$ cat src/rtl/vector_store_unit_pkg.sv
// Shared types for the vector store path: register/element/DDR widths, FSM states
// and the beat record carried through the skid FIFO.
package vector_store_unit_pkg;

   localparam int unsigned D = 1024;

   typedef logic [2:0]  v_addr_t;
   typedef logic [9:0]  DI_t;
   typedef logic [7:0]  fixed_point_t;
   typedef logic [32:0] ddr_address_t;
   typedef logic [7:0]  ddr_data_t;

   typedef enum logic [1:0] {
      VS_IDLE,
      VS_RUN,
      VS_DRAIN,
      VS_DONE
   } vstore_state_t;

   typedef struct packed {
      ddr_address_t addr;
      fixed_point_t data;
      logic         last;
   } vs_beat_t;

endpackage

$ cat src/rtl/vector_store_unit_skid_fifo.sv
// Small skid FIFO between the VRF read return and the DDR write port. An arriving
// beat is presented at the head in the same cycle when the FIFO is empty.
module store_skid_fifo
   import vector_store_unit_pkg::*;
#(
   parameter int unsigned Depth = 2,
   localparam int unsigned PtrW = (Depth > 1) ? $clog2(Depth) : 1,
   localparam int unsigned CntW = $clog2(Depth + 1)
) (
   input  logic            clk,
   input  logic            rst,
   input  logic            push_i,
   input  vs_beat_t        push_beat_i,
   input  logic            pop_i,
   output logic            valid_o,
   output vs_beat_t        head_o,
   output logic [CntW-1:0] count_o
);

   vs_beat_t        mem_q [Depth];
   logic [PtrW-1:0] wr_ptr_q, rd_ptr_q;
   logic [CntW-1:0] count_q, count_d;
   logic            empty, store, take;

   assign empty   = (count_q == '0);
   assign valid_o = !empty || push_i;
   assign head_o  = empty ? push_beat_i : mem_q[rd_ptr_q];
   assign count_o = count_q;

   // A beat that bypasses straight through an empty FIFO is never stored.
   assign store = push_i && !(empty && pop_i);
   assign take  = pop_i && !empty;

   always_comb begin
      count_d = count_q;
      if (store && !take) count_d = count_q + 1'b1;
      else if (take && !store) count_d = count_q - 1'b1;
   end

   function automatic logic [PtrW-1:0] ptr_next(input logic [PtrW-1:0] p);
      return (p == PtrW'(Depth - 1)) ? '0 : p + 1'b1;
   endfunction

   always_ff @(posedge clk) begin
      if (rst) begin
         wr_ptr_q <= '0;
         rd_ptr_q <= '0;
         count_q  <= '0;
      end else begin
         if (store) wr_ptr_q <= ptr_next(wr_ptr_q);
         if (take)  rd_ptr_q <= ptr_next(rd_ptr_q);
         count_q <= count_d;
      end
   end

   always_ff @(posedge clk) begin
      if (store) mem_q[wr_ptr_q] <= push_beat_i;
   end

endmodule

$ cat src/rtl/vector_store_unit.sv
// SV op engine: reads every element of one vector register and writes it to DDR,
// one element per beat at ascending addresses from a latched base.
module vector_store_unit
   import vector_store_unit_pkg::*;
#(
   parameter int unsigned D         = vector_store_unit_pkg::D,
   parameter int unsigned FifoDepth = 2
) (
   input  logic         clk,
   input  logic         rst,
   input  logic         start_i,
   input  v_addr_t      v_src_i,
   input  ddr_address_t ddr_base_i,
   output logic         busy_o,
   output logic         done_o,
   output logic         vrf_ren_o,
   output v_addr_t      vrf_raddr_o,
   output DI_t          vrf_ridx_o,
   input  fixed_point_t vrf_rdata_i,
   output logic         ddr_wvalid_o,
   input  logic         ddr_wready_i,
   output ddr_address_t ddr_waddr_o,
   output fixed_point_t ddr_wdata_o,
   output logic         ddr_wlast_o
);

   localparam int unsigned IdxW = $clog2(D) + 1;
   localparam int unsigned CntW = $clog2(FifoDepth + 1);
   localparam int unsigned OccW = CntW + 1;

   vstore_state_t    state_q;
   v_addr_t          src_q;
   ddr_address_t     base_q;
   logic [IdxW-1:0]  rd_idx_q, wr_idx_q;
   logic [IdxW-2:0]  pend_idx_q;
   logic             pend_last_q;
   logic             inflight_q;

   logic             fifo_valid, pop, issue;
   logic [CntW-1:0]  fifo_count;
   vs_beat_t         push_beat, head_beat;

   assign pop = fifo_valid && ddr_wready_i;

   // Room check counts the read already in flight and credits this cycle's pop.
   assign issue = (state_q == VS_RUN) &&
                  ((OccW'(fifo_count) + OccW'(inflight_q)) < (OccW'(FifoDepth) + OccW'(pop)));

   assign push_beat.addr = base_q + ddr_address_t'(pend_idx_q);
   assign push_beat.data = vrf_rdata_i;
   assign push_beat.last = pend_last_q;

   store_skid_fifo #(.Depth(FifoDepth)) u_fifo (
      .clk         (clk),
      .rst         (rst),
      .push_i      (inflight_q),
      .push_beat_i (push_beat),
      .pop_i       (pop),
      .valid_o     (fifo_valid),
      .head_o      (head_beat),
      .count_o     (fifo_count)
   );

   always_ff @(posedge clk) begin
      if (rst) begin
         state_q    <= VS_IDLE;
         rd_idx_q   <= '0;
         wr_idx_q   <= '0;
         inflight_q <= 1'b0;
      end else begin
         inflight_q <= issue;
         if (issue) rd_idx_q <= rd_idx_q + 1'b1;
         if (pop)   wr_idx_q <= wr_idx_q + 1'b1;
         unique case (state_q)
            VS_IDLE: begin
               if (start_i) begin
                  rd_idx_q <= '0;
                  wr_idx_q <= '0;
                  state_q  <= VS_RUN;
               end
            end
            VS_RUN: begin
               if (issue && (rd_idx_q == IdxW'(D - 1))) state_q <= VS_DRAIN;
            end
            VS_DRAIN: begin
               if (pop && (wr_idx_q == IdxW'(D - 1))) state_q <= VS_DONE;
            end
            VS_DONE: state_q <= VS_IDLE;
            default: state_q <= VS_IDLE;
         endcase
      end
   end

   // Operand and per-read bookkeeping; qualified by control, so no reset needed.
   always_ff @(posedge clk) begin
      if (state_q == VS_IDLE && start_i) begin
         src_q  <= v_src_i;
         base_q <= ddr_base_i;
      end
      if (issue) begin
         pend_idx_q  <= rd_idx_q[IdxW-2:0];
         pend_last_q <= (rd_idx_q == IdxW'(D - 1));
      end
   end

   assign busy_o       = (state_q == VS_RUN) || (state_q == VS_DRAIN);
   assign done_o       = (state_q == VS_DONE);
   assign vrf_ren_o    = issue;
   assign vrf_raddr_o  = issue ? src_q : '0;
   assign vrf_ridx_o   = issue ? DI_t'(rd_idx_q[IdxW-2:0]) : '0;
   assign ddr_wvalid_o = fifo_valid;
   assign ddr_waddr_o  = fifo_valid ? head_beat.addr : '0;
   assign ddr_wdata_o  = fifo_valid ? head_beat.data : '0;
   assign ddr_wlast_o  = fifo_valid && head_beat.last;

endmodule

$ cat config.mk
export PLATFORM = sky130hd
export DESIGN_NAME = vector_store_unit
export DESIGN_NICKNAME = d
export VERILOG_FILES = /design/src/rtl/vector_store_unit_pkg.sv /design/src/rtl/vector_store_unit_skid_fifo.sv /design/src/rtl/vector_store_unit.sv
export SDC_FILE = /design/constraint.sdc
export NUM_CORES = 1
export LEC_CHECK = 0
export BUFFER_PORTS_ARGS = -buffer_cell sky130_fd_sc_hd__buf_2
export CELL_PAD_IN_SITES_DETAIL_PLACEMENT = 1
export CELL_PAD_IN_SITES_GLOBAL_PLACEMENT = 1
export CORE_UTILIZATION = 46
export CTS_CLUSTER_DIAMETER = 60
export CTS_CLUSTER_SIZE = 25
export DETAILED_ROUTE_END_ITERATION = 7
export GPL_TIMING_DRIVEN = 1
export PLACE_DENSITY = 0.79
export SLEW_MARGIN = 20
export SYNTH_ARGS = -nofsm -noshare
export SYNTH_HDL_FRONTEND = slang
export SYNTH_SLANG_ARGS = --single-unit
$ cat constraint.sdc
create_clock -name clk -period 3.38 [get_ports clk]
set_input_delay 0.507 -clock clk [delete_from_list [all_inputs] [get_ports clk]]
set_output_delay 0.507 -clock clk [all_outputs]
set_load 0.02 [all_outputs]
==> results of run 1 <==
## per-layer routing
layer	vias to the layer above	share of wire	GRT usage
li1	2321	-	-
met1	2511	0.43	0.277
met2	104	0.52	0.387
met3	20	0.033	0.0396
met4	0	0.013	0.0872
met5	-	0	0
## power by group
part | leakage [nW] | internal (W) | switching, W
logic | 1.60 | 0.000785 | 0.00133
registers | 1.45 | 0.00256 | 0.000164
clock network | 0.247 | 0.000986 | 0.000720
## sequential cells by signal, indices dropped and copies added, names as in the netlist, named ones only
signal,flops
u_fifo.rd_ptr_q,1
u_fifo.mem_q,84
inflight_q,1
base_q,33
u_fifo.wr_ptr_q,1
src_q,3
rd_idx_q,11
state_q,2
wr_idx_q,11
pend_last_q,1
pend_idx_q,10
u_fifo.count_o,2
## cell type report
type | instances | area (sq um) | area share
Multi-Input combinational cell | 356 | 2900 | 0.319
Tap cell | 211 | 264 | 0.0291
Clock inverter | 10 | 71.3 | 0.00786
Inverter | 15 | 56.3 | 0.00620
Sequential cell | 161 | 4540 | 0.500
Clock buffer | 20 | 437 | 0.0481
Timing Repair Buffer | 135 | 813 | 0.0896
## synthesized netlist by cell type, types with 12 or more instances
library cell	instances
nor2_1	38
dfxtp_1	30
clkbuf_1	20
mux2i_1	46
and2_1	17
nand3_1	27
inv_1	15
a21oi_1	21
o21ai_0	19
edfxtp_1	131
nand2_1	20
xor2_1	35
o2bb2ai_1	30
xnor2_1	12
ha_1	20
## worst max-delay path, delay by kind of cell, from the launching register on
family	cells	cell delay, ps
adders and majority gates	1	400
AOI/OAI and AO/OA	3	730
xor gates and xnor gates	1	220
and+or+nand+nor	2	290
DFF	1	380
buffers and inverters	2	390
## timing repair
item                       4_1_cts  5_1_grt
gates resized for setup         31       32
buffers inserted                 9        8
setup endpoints to repair       14       22
pin swaps                       16       16
## cells by family (layout without fill, tap and decap cells)
family / after synthesis / count (layout) / share of synthesized area
AOI/OAI and AO/OA: 97 / 97 / 0.0975
xor gates and xnor gates: 47 / 47 / 0.0563
adders and majority gates: 21 / 21 / 0.0370
buffers and inverters: 43 / 180 / 0.0240
DFF: 161 / 161 / 0.620
muxes: 46 / 46 / 0.0630
and+or+nand+nor: 145 / 145 / 0.102
## cell usage in the layout (no fill, tap or decap), types with 4 or more instances in the layout
master     Yosys  final
clkbuf_16      0     17
clkinv_1       0      5
inv_1         15     14
dfxtp_1       30     29
or3_1          6      5
buf_2          5     91
xnor2_1       12     10
nor2b_1        8      7
nor2_1        38     35
o2bb2ai_1     30     28
xor2_2         0      6
nand2_1       20     19
a211oi_1       8      6
a21oi_1       21     14
and2_1        17     16
nand3_1       27     27
edfxtp_1     131    131
buf_4          0     39
ha_1          20     15
mux2i_1       46     46
xor2_1        35     28
nand4_1        6      6
nor3_1         4      4
a21oi_2        0      4
buf_6          1      4
and3_1         8      6
o21ai_0       19     19
## stage by stage
| step | std cells | area (sq um) | hold WS (ps) |
|---|---|---|---|
| floorplan | 560 | 7310 | 446 |
| finish | 908 | 9080 | 260 |
| CTS | 900 | 8850 | 247 |
| detailed placement | 861 | 8130 | 478 |
| global placement | 861 | 8130 | 462 |
| global route | 908 | 9080 | 245 |
## path summary, 6_finish.rpt
kind / depth (start not counted) / slack (ps) / endpoint / startpoint
setup / recovery: 9 / 30 / ddr_waddr_o[31] / base_q[3]$_DFFE_PP_
hold / removal: 1 / 260 / src_q[1]$_DFFE_PP_ / v_src_i[1]
setup reg to reg: 8 / 640 / rd_idx_q[8]$_SDFF_PP0_ / u_fifo.count_o[0]$_SDFFE_PP0P_
hold reg to reg: 2 / 480 / wr_idx_q[10]$_SDFF_PP0_ / wr_idx_q[10]$_SDFF_PP0_
==> summary.txt, run 1 <==
Run status
  • Outcome: completed

Clock tree
  • Clock sinks: ~160
  • Htree depth: 4
  • Clk slew on worst S/H paths: 60 ps
  • Clk root buf: clkbuf_16
  • Hold_buf cts: 0
  • Skew-Pair Late Insertion Delay: 430 ps
  • Worst-case clock buffer depth: 2
  • CTS tree: built
  • Num CTS Buffers: 17

Final layout
  • Antenna diode count: 0
  • Nets: 755
  • Fillers: 1514
  • Final Core Density: 0.590
  • Area Growth Syn to Fin: 24.1%
  • Fraction of layout cells with a size suffix above 1: 0.298

STA
  • Crit share post-route: 0.992
  • Final Slew Violations: 0
  • Setup violations, final: 0
  • Max Clock Skew: between 10 and 15 ps
  • RSZ-0062 raised after global routing: yes
  • Final hold vios: 0
  • Post-layout min period: 3350 ps
  • Slew @ Worst Pin: 782 ps
  • F_max: 0.298 GHz
  • Max_slew headroom: 0.478
  • TNS Setup: 0 ps
  • Final worst slack: 27.1 ps

Synthesis
  • Post-Syn Nets: 629
  • Yosys cell types: 47
  • Seq cells post-synth: 161
  • Main synth FF type: edfxtp_1
  • Average size of a mapped cell: 13.1 sq um
  • Sequential cell area fraction in the yosys report: 0.620
  • Synth area leaders: edfxtp_1 (54%), dfxtp_1 (8.2%), mux2i_1 (6.3%)
  • Syn Inst Count: between 500 and 600
  • Synth warn: 0
  • Asr flop ratio synth: 0
  • Share of the synthesized area in the top cell type: 0.538
  • Synthesized area: 0.00731 sq mm
  • Largest area contributor in the netlist: edfxtp_1
  • Post-synth EDFFs: about 130

Global routing
  • Largest net degree at the start of global routing: 55
  • First-pass GRT wire length: 27700 um
  • Initial antenna violation count: 0
  • GRT Overall Usage: 0.223
  • Vias in the first global route: 5294
  • Overflow after GRT: 0

Floorplanning
  • Core area: ~0.015 sq mm
  • Chip height: 128 um
  • Die Width: 128 um
  • Initial Utilization: 0.476
  • Die ar.: around 0.016 sq mm
  • Floorplan row count: 45
  • I/O Pins: between 100 and 150

Flow run
  • MaxCap Viol Count: 0

Worst setup path
  • Peak fanout along the critical path: 11
  • CP Data Required Time: 2870 ps
  • CP peak stage delay: 420 ps
  • Worst EP arrival: 2850 ps
  • CP cell instances: ha_2, nand3_1, nor2_2, o2111ai_1, buf_4, a2111o_1, xnor2_2, o2bb2ai_2, buf_4
  • Startpoint types: flop
  • Setup Crit Path Kind: reg2out
  • CP max-delay cell: a2111o_1
  • CP endpoint kind: output pin
  • CP most frequent cell: buf_4

Placement
  • Half-perimeter wire length after placement: 11700 um
  • IO Port Bufs: roughly 110
  • Final GP Congestion: slightly below 0.8
  • Post-place setup slack: about 130 ps

Routing
  • 1st-iter DRT viols: 282
  • Wirelength per Cell: 19.6 um
  • Vias: 4956
  • Router iterations before antenna repair: 4
  • Total length of routed wires: between 15000 and 20000 um
  • Number of routed nets with antenna violations: 0
  • Vias per cell: between 5 and 6
  • Drt drc: 0

Pwr
  • Total power: around 0.0065 W
  • PD cells: about 720 mW/mm^2
  • VDD IR max: 0.000489 V
  • Leakage: about 3.3 nW

Hold path
  • Hold/Removal Path Class: in2reg
(Power assumes the default switching activity.)
==> run 2: changes to the inputs <==
--- a/config.mk
+++ b/config.mk
@@ -10,9 +10,9 @@
 export CELL_PAD_IN_SITES_GLOBAL_PLACEMENT = 1
 export CORE_UTILIZATION = 46
 export CTS_CLUSTER_DIAMETER = 60
-export CTS_CLUSTER_SIZE = 25
+export CTS_CLUSTER_SIZE = 20
 export DETAILED_ROUTE_END_ITERATION = 7
-export GPL_TIMING_DRIVEN = 1
+export GPL_TIMING_DRIVEN = 0
 export PLACE_DENSITY = 0.79
 export SLEW_MARGIN = 20
 export SYNTH_ARGS = -nofsm -noshare
==> run 2 against run 1 <==
The run now ends with setup timing left. Largest power group unchanged. Routed wire length increased by 17%. Combinational power grew 12%. Maximum frequency down 5.4%. Utilization increased by 2.5 points. Critical path type unchanged. Count of clock-buffer cells in the layout unchanged. First-iteration DRC count is 8.9% higher.
==> summary.txt, run 2 (synthesized netlist as in run 1, its figures left out) <==
Run status
  • Outcome: finished with violations
  • Violated checks: setup timing

Final layout
  • Fraction of layout cells with a size suffix above 1: 0.315
  • Antenna diode count: 0
  • Largest register FFs: 84
  • Nets: 786
  • Most flop-heavy register: u_fifo.mem_q
  • Largest regs: u_fifo.mem_q: 84 flops, base_q: 33 flops
  • Most frequent cells in the layout: edfxtp_1 (131), buf_2 (95), mux2i_1 (46)
  • Area Growth Syn to Fin: 29.4%
  • Commonest non-fill, non-tap cell in the layout: edfxtp_1

Placement
  • Half-perimeter wire length after placement: 11900 um
  • Final GP Congestion: 0.747
  • IO Port Bufs: 105

STA
  • Max Clock Skew: between 8 and 9 ps
  • Final worst slack: -163 ps
  • F_max: 0.282 GHz
  • Slew @ Worst Pin: 873 ps
  • Final Slew Violations: 0
  • TNS Setup: -1550 ps
  • Final hold vios: 0
  • RSZ-0062 raised after global routing: yes
  • Setup violations, final: 18
  • Crit share post-route: 1.05
  • Max_slew headroom: 0.418
  • Post-layout min period: 3540 ps

Global routing
  • First-pass GRT wire length: between 20000 and 30000 um
  • Largest net degree at the start of global routing: 25
  • GRT Overall Usage: 0.233
  • Vias in the first global route: 5344
  • Overflow after GRT: 0
  • Initial antenna violation count: 0

Pwr
  • VDD IR max: 0.000458 V
  • Leakage: 3.44 nW
  • PD cells: 750 mW/mm^2
  • Total power: 0.00710 W
  • Pint: ~0.0047 W
  • Reg power frac: 0.385
  • Comb power frac: 0.334
  • Psw: 0.00243 W
  • Clock Power Share: 0.281
  • Sw frac: 0.342

Floorplanning
  • Die Width: 128 um
  • Floorplan row count: 45
  • Chip height: 128 um
  • Die ar.: 0.0164 sq mm
  • Initial Utilization: 0.476
  • I/O Pins: around 110
  • Core area: 0.0154 sq mm

Worst setup path
  • Worst EP arrival: about 3000 ps
  • Peak fanout along the critical path: 5
  • CP max-delay cell: edfxtp_1
  • CP peak stage delay: 410 ps
  • Setup Crit Path Kind: reg2out
  • CP endpoint kind: output pin
  • CP cell instances: ha_2, inv_2, fa_2, nor2b_2, o31a_1, o211ai_4, buf_8, a21oi_4, xor2_2, o2bb2ai_2, buf_6
  • FF-to-FF setup slack: 690 ps
  • CP delay by family, top: compound AO/OA/AOI/OAI gates
  • Bufs and invs on worst path: 3
  • Startpoint types: flop
  • CP Data Required Time: between 2000 and 3000 ps

Routing
  • 1st-iter DRT viols: between 300 and 400
  • Number of routed nets with antenna violations: 0
  • Router iterations before antenna repair: 5
  • Drt drc: 0
  • Vias: 5280
  • Total length of routed wires: 20800 um
  • Vias per cell: 5.61
  • Wirelength per Cell: 22.1 um

Clock tree
  • Skew-Pair Late Insertion Delay: 430 ps
  • Worst-case clock buffer depth: 2
  • Htree depth: 4
  • Clk root buf: clkbuf_16
  • Clock sinks: 161
  • CTS tree: built
  • Num CTS Buffers: 17
  • Clk slew on worst S/H paths: roughly 60 ps
  • Hold_buf cts: 0

Hold path
  • Hold/Removal Path Class: in2reg

Flow run
  • MaxCap Viol Count: 0
run 2: stage by stage:
step | util | cell area, sq um | worst slack (ps) | std cells | hold slack (ps)
floorplan | - | 7310 | 416 | 560 | 446
global placement | 0.527 | 8100 | -795 | 876 | 462
detailed placement | 0.533 | 8190 | 75.6 | 879 | 475
CTS | 0.589 | 9050 | -93.6 | 923 | 240
global route | 0.616 | 9460 | -208 | 941 | 242
finish | 0.616 | 9460 | -163 | 941 | 252
run 2: final timing paths:
path,start,end,cells after the start
worst min register to register,wr_idx_q[10]$_SDFF_PP0_,wr_idx_q[10]$_SDFF_PP0_,2
worst min-delay path,v_src_i[2],src_q[2]$_DFFE_PP_,1
worst max register to register,pend_idx_q[0]$_DFFE_PN_,u_fifo.mem_q[0][37]$_DFFE_PP_,11
worst max-delay path,pend_idx_q[0]$_DFFE_PN_,ddr_waddr_o[14],11
run 2: worst reg2reg max path: stages (launching register included):
cell       delay [ps]
edfxtp_1          410
ha_2              210
inv_2              70
fa_2              220
nor2b_2            60
o31a_1            300
o211ai_4          410
clkbuf_16         260
a21oi_4            70
xor2_2            180
buf_4             140
buf_4             120
run 2: repair_timing:
item                                   in CTS  in global routing
pin swaps                                  15                 29
buffers inserted                           11                 19
setup endpoints to repair                  36                 32
resized for setup                          37                 53
endpoints found under the hold margin       0                  0
cloned                                      1                  0
run 2: layout make-up:
| type | count | area, sq um |
|---|---|---|
| plain buffers | 28 | 146 |
| multi-input cells | 356 | 2970 |
| well taps | 211 | 264 |
| inverters | 15 | 56.3 |
| clock inverters | 12 | 165 |
| clock buffers | 20 | 437 |
| repair buffers | 138 | 895 |
| fillers | 1509 | 5910 |
| flip-flops and latches | 161 | 4530 |
run 2: per-layer routing:
metal | GRT usage | vias to the layer above | wire [um] | share of wire
met5 | 0 | - | 0 | 0
met4 | 0.100 | 0 | 596 | 0.029
met3 | 0.0405 | 45 | 836 | 0.040
met2 | 0.406 | 157 | 10900 | 0.52
met1 | 0.285 | 2689 | 8500 | 0.41
li1 | - | 2389 | - | -
run 2: power groups by stage:
| stage | registers, W | logic (W) | clock network (W) |
|---|---|---|---|
| finish | 0.00273 | 0.00237 | 0.00200 |
| detailed placement | 0.00273 | 0.00183 | 0 |
| global route | 0.00275 | 0.00252 | 0.00209 |
| floorplan | 0.00269 | 0.00124 | 0 |
| global placement | 0.00273 | 0.00170 | 0 |
| CTS | 0.00270 | 0.00204 | 0.00201 |
==> run 3: changes to the inputs <==
--- a/config.mk
+++ b/config.mk
@@ -12,8 +12,10 @@
 export CTS_CLUSTER_DIAMETER = 60
 export CTS_CLUSTER_SIZE = 20
 export DETAILED_ROUTE_END_ITERATION = 7
+export GPL_ROUTABILITY_DRIVEN = 1
 export GPL_TIMING_DRIVEN = 0
 export PLACE_DENSITY = 0.79
+export SETUP_SLACK_MARGIN = 0.15
 export SLEW_MARGIN = 20
 export SYNTH_ARGS = -nofsm -noshare
 export SYNTH_HDL_FRONTEND = slang
==> run 3 against run 2 <==
The run still ends with setup timing left. First-iteration DRC count up 36%. Critical path depth up 1. Hold slack about the same. Sequential share of layout area down 1.7 points. Register-to-register slack better by 20 ps. Sequential cell count unchanged. Global-route usage up 1.5 points. Critical endpoint unchanged.
==> summary.txt, run 3 (synthesized netlist as in run 1, its figures left out) <==
Placement
  • Final GP Congestion: 0.747
  • DP Area: 0.00819 sq mm
  • IO Port Bufs: 105
  • Half-perimeter wire length after placement: 11900 um

Pwr
  • Sw frac: 0.353
  • VDD IR max: 0.000469 V
  • Psw: ~0.0027 W
  • Total power: 0.00759 W
  • Leakage: about 3.6 nW
  • Comb power frac: 0.366
  • PD cells: 774 mW/mm^2
  • Clock Power Share: 0.269
  • Pint: 0.00491 W
  • Reg power frac: 0.365

Final layout
  • Nets: 803
  • Commonest non-fill, non-tap cell in the layout: edfxtp_1
  • Most flop-heavy register: u_fifo.mem_q
  • Final Core Density: 0.638
  • FF/Latch Area: approximately 0.0045 sq mm
  • Multi-input logic area: 0.00312 sq mm
  • Antenna diode count: 0
  • Largest register FFs: between 80 and 90
  • Largest regs: u_fifo.mem_q: 84 flops, base_q: 33 flops
  • Most frequent cells in the layout: edfxtp_1 (131), buf_2 (86), buf_4 (55)
  • Fillers: 1498
  • Area Growth Syn to Fin: 34.1%
  • Design area: 0.00980 sq mm
  • Fraction of layout cells with a size suffix above 1: 0.361

Clock tree
  • Skew-Pair Late Insertion Delay: about 440 ps
  • Clk root buf: clkbuf_16
  • Num CTS Buffers: 17
  • Hold_buf cts: 0
  • Clk slew on worst S/H paths: 60 ps
  • Htree depth: 4
  • CTS tree: built
  • Worst-case clock buffer depth: 2
  • Clock sinks: 161

Worst setup path
  • Setup Crit Path Kind: reg2out
  • CP endpoint kind: output pin
  • Startpoint types: flop
  • Peak fanout along the critical path: 5
  • Worst EP arrival: 2990 ps
  • CP Data Required Time: 2870 ps

Routing
  • 1st-iter DRT viols: 417
  • Wirelength per Cell: 24.5 um
  • Number of routed nets with antenna violations: 0
  • Router iterations before antenna repair: 5
  • Drt drc: 0
  • Vias: 5545
  • Total length of routed wires: 23500 um
  • Vias per cell: 5.79

STA
  • Final worst slack: -115 ps
  • Crit share post-route: 1.03
  • Max_slew headroom: 0.386
  • Slew @ Worst Pin: 922 ps
  • Setup violations, final: 14
  • Post-layout min period: approximately 3500 ps
  • Final Slew Violations: 0
  • Final hold vios: 0
  • F_max: 0.286 GHz
  • Max Clock Skew: 13.8 ps
  • TNS Setup: -771 ps
  • RSZ-0062 raised after global routing: yes

Floorplanning
  • I/O Pins: 107
  • Floorplan row count: between 40 and 50
  • Die Width: approximately 130 um
  • Chip height: between 100 and 150 um
  • Core area: roughly 0.015 sq mm
  • Die ar.: 0.0164 sq mm
  • Initial Utilization: 0.476

Global routing
  • Vias in the first global route: 5523
  • First-pass GRT wire length: 30200 um
  • Largest net degree at the start of global routing: 25
  • Initial antenna violation count: 0
  • GRT Overall Usage: 0.248
  • Overflow after GRT: 0

Run status
  • Outcome: finished with violations
  • Violated checks: setup timing

Flow run
  • MaxCap Viol Count: 0

Hold path
  • Hold/Removal Path Class: in2reg
[run 3: cell types whose count changed in the layout (fill, tap and decap cells not counted), sizes merged]
cell / before / now
buf: 145 / 161
clkbuf: 41 / 42
[run 3: worst max-delay path, cell delays in order, from the launching register on]
cell and delay [ps]:
edfxtp_1 440, ha_4 200, inv_2 50, fa_2 200, nor2b_2 60, o31a_1 300
o211ai_4 390, buf_6 220, a21oi_4 60, xor2_1 170, buf_4 160, o2bb2ai_4 140
buf_6 160
[run 3: final timing paths]
kind | from | to | slack, ps | cells after the start
min | v_src_i[1] | src_q[1]$_DFFE_PP_ | 250 | 1
max reg2reg | pend_idx_q[0]$_DFFE_PN_ | u_fifo.mem_q[0][17]$_DFFE_PP_ | 710 | 13
max | pend_idx_q[0]$_DFFE_PN_ | ddr_waddr_o[14] | -110 | 12
min reg2reg | wr_idx_q[10]$_SDFF_PP0_ | wr_idx_q[10]$_SDFF_PP0_ | 480 | 2
[run 3: cell type report]
class | instances | share of cell area
Inverter | 15 | 0.00574
Multi-Input combinational cell | 356 | 0.318
Tap cell | 211 | 0.0269
Sequential cell | 161 | 0.462
Clock inverter | 12 | 0.0168
Buffer | 28 | 0.0156
Timing Repair Buffer | 155 | 0.110
Clock buffer | 20 | 0.0445
[run 3: routing by layer]
metal | vias up | global-route usage | routed length (um)
li1 | 2419 | - | -
met1 | 2797 | 0.297 | 9120
met2 | 255 | 0.439 | 12200
met3 | 74 | 0.0413 | 1280
met4 | 0 | 0.109 | 904
met5 | - | 0 | 0
[run 3: stage by stage]
step / instances / hold WS, ps / setup slack [ps]
after floorplan: 560 / 446 / 416
after global placement: 876 / 462 / -795
after detailed placement: 879 / 475 / 75.6
after CTS: 928 / 240 / -19.0
after global routing: 958 / 239 / -169
final: 958 / 251 / -115
[run 3: power by group through the flow]
| stage | logic, W | registers, W | clock network, W |
|---|---|---|---|
| 6_report | 0.00278 | 0.00277 | 0.00204 |
| 5_1_grt | 0.00292 | 0.00279 | 0.00213 |
| 4_1_cts | 0.00216 | 0.00271 | 0.00201 |
| 3_5_place_dp | 0.00183 | 0.00273 | 0 |
| 3_3_place_gp | 0.00170 | 0.00273 | 0 |
| 2_1_floorplan | 0.00124 | 0.00269 | 0 |
[run 3: what timing repair did]
action | in CTS | in global routing
resized for setup | 64 | 74
cloned | 1 | 2
setup buffers | 16 | 28
pin swaps | 25 | 34
endpoints found under the setup margin | 41 | 41
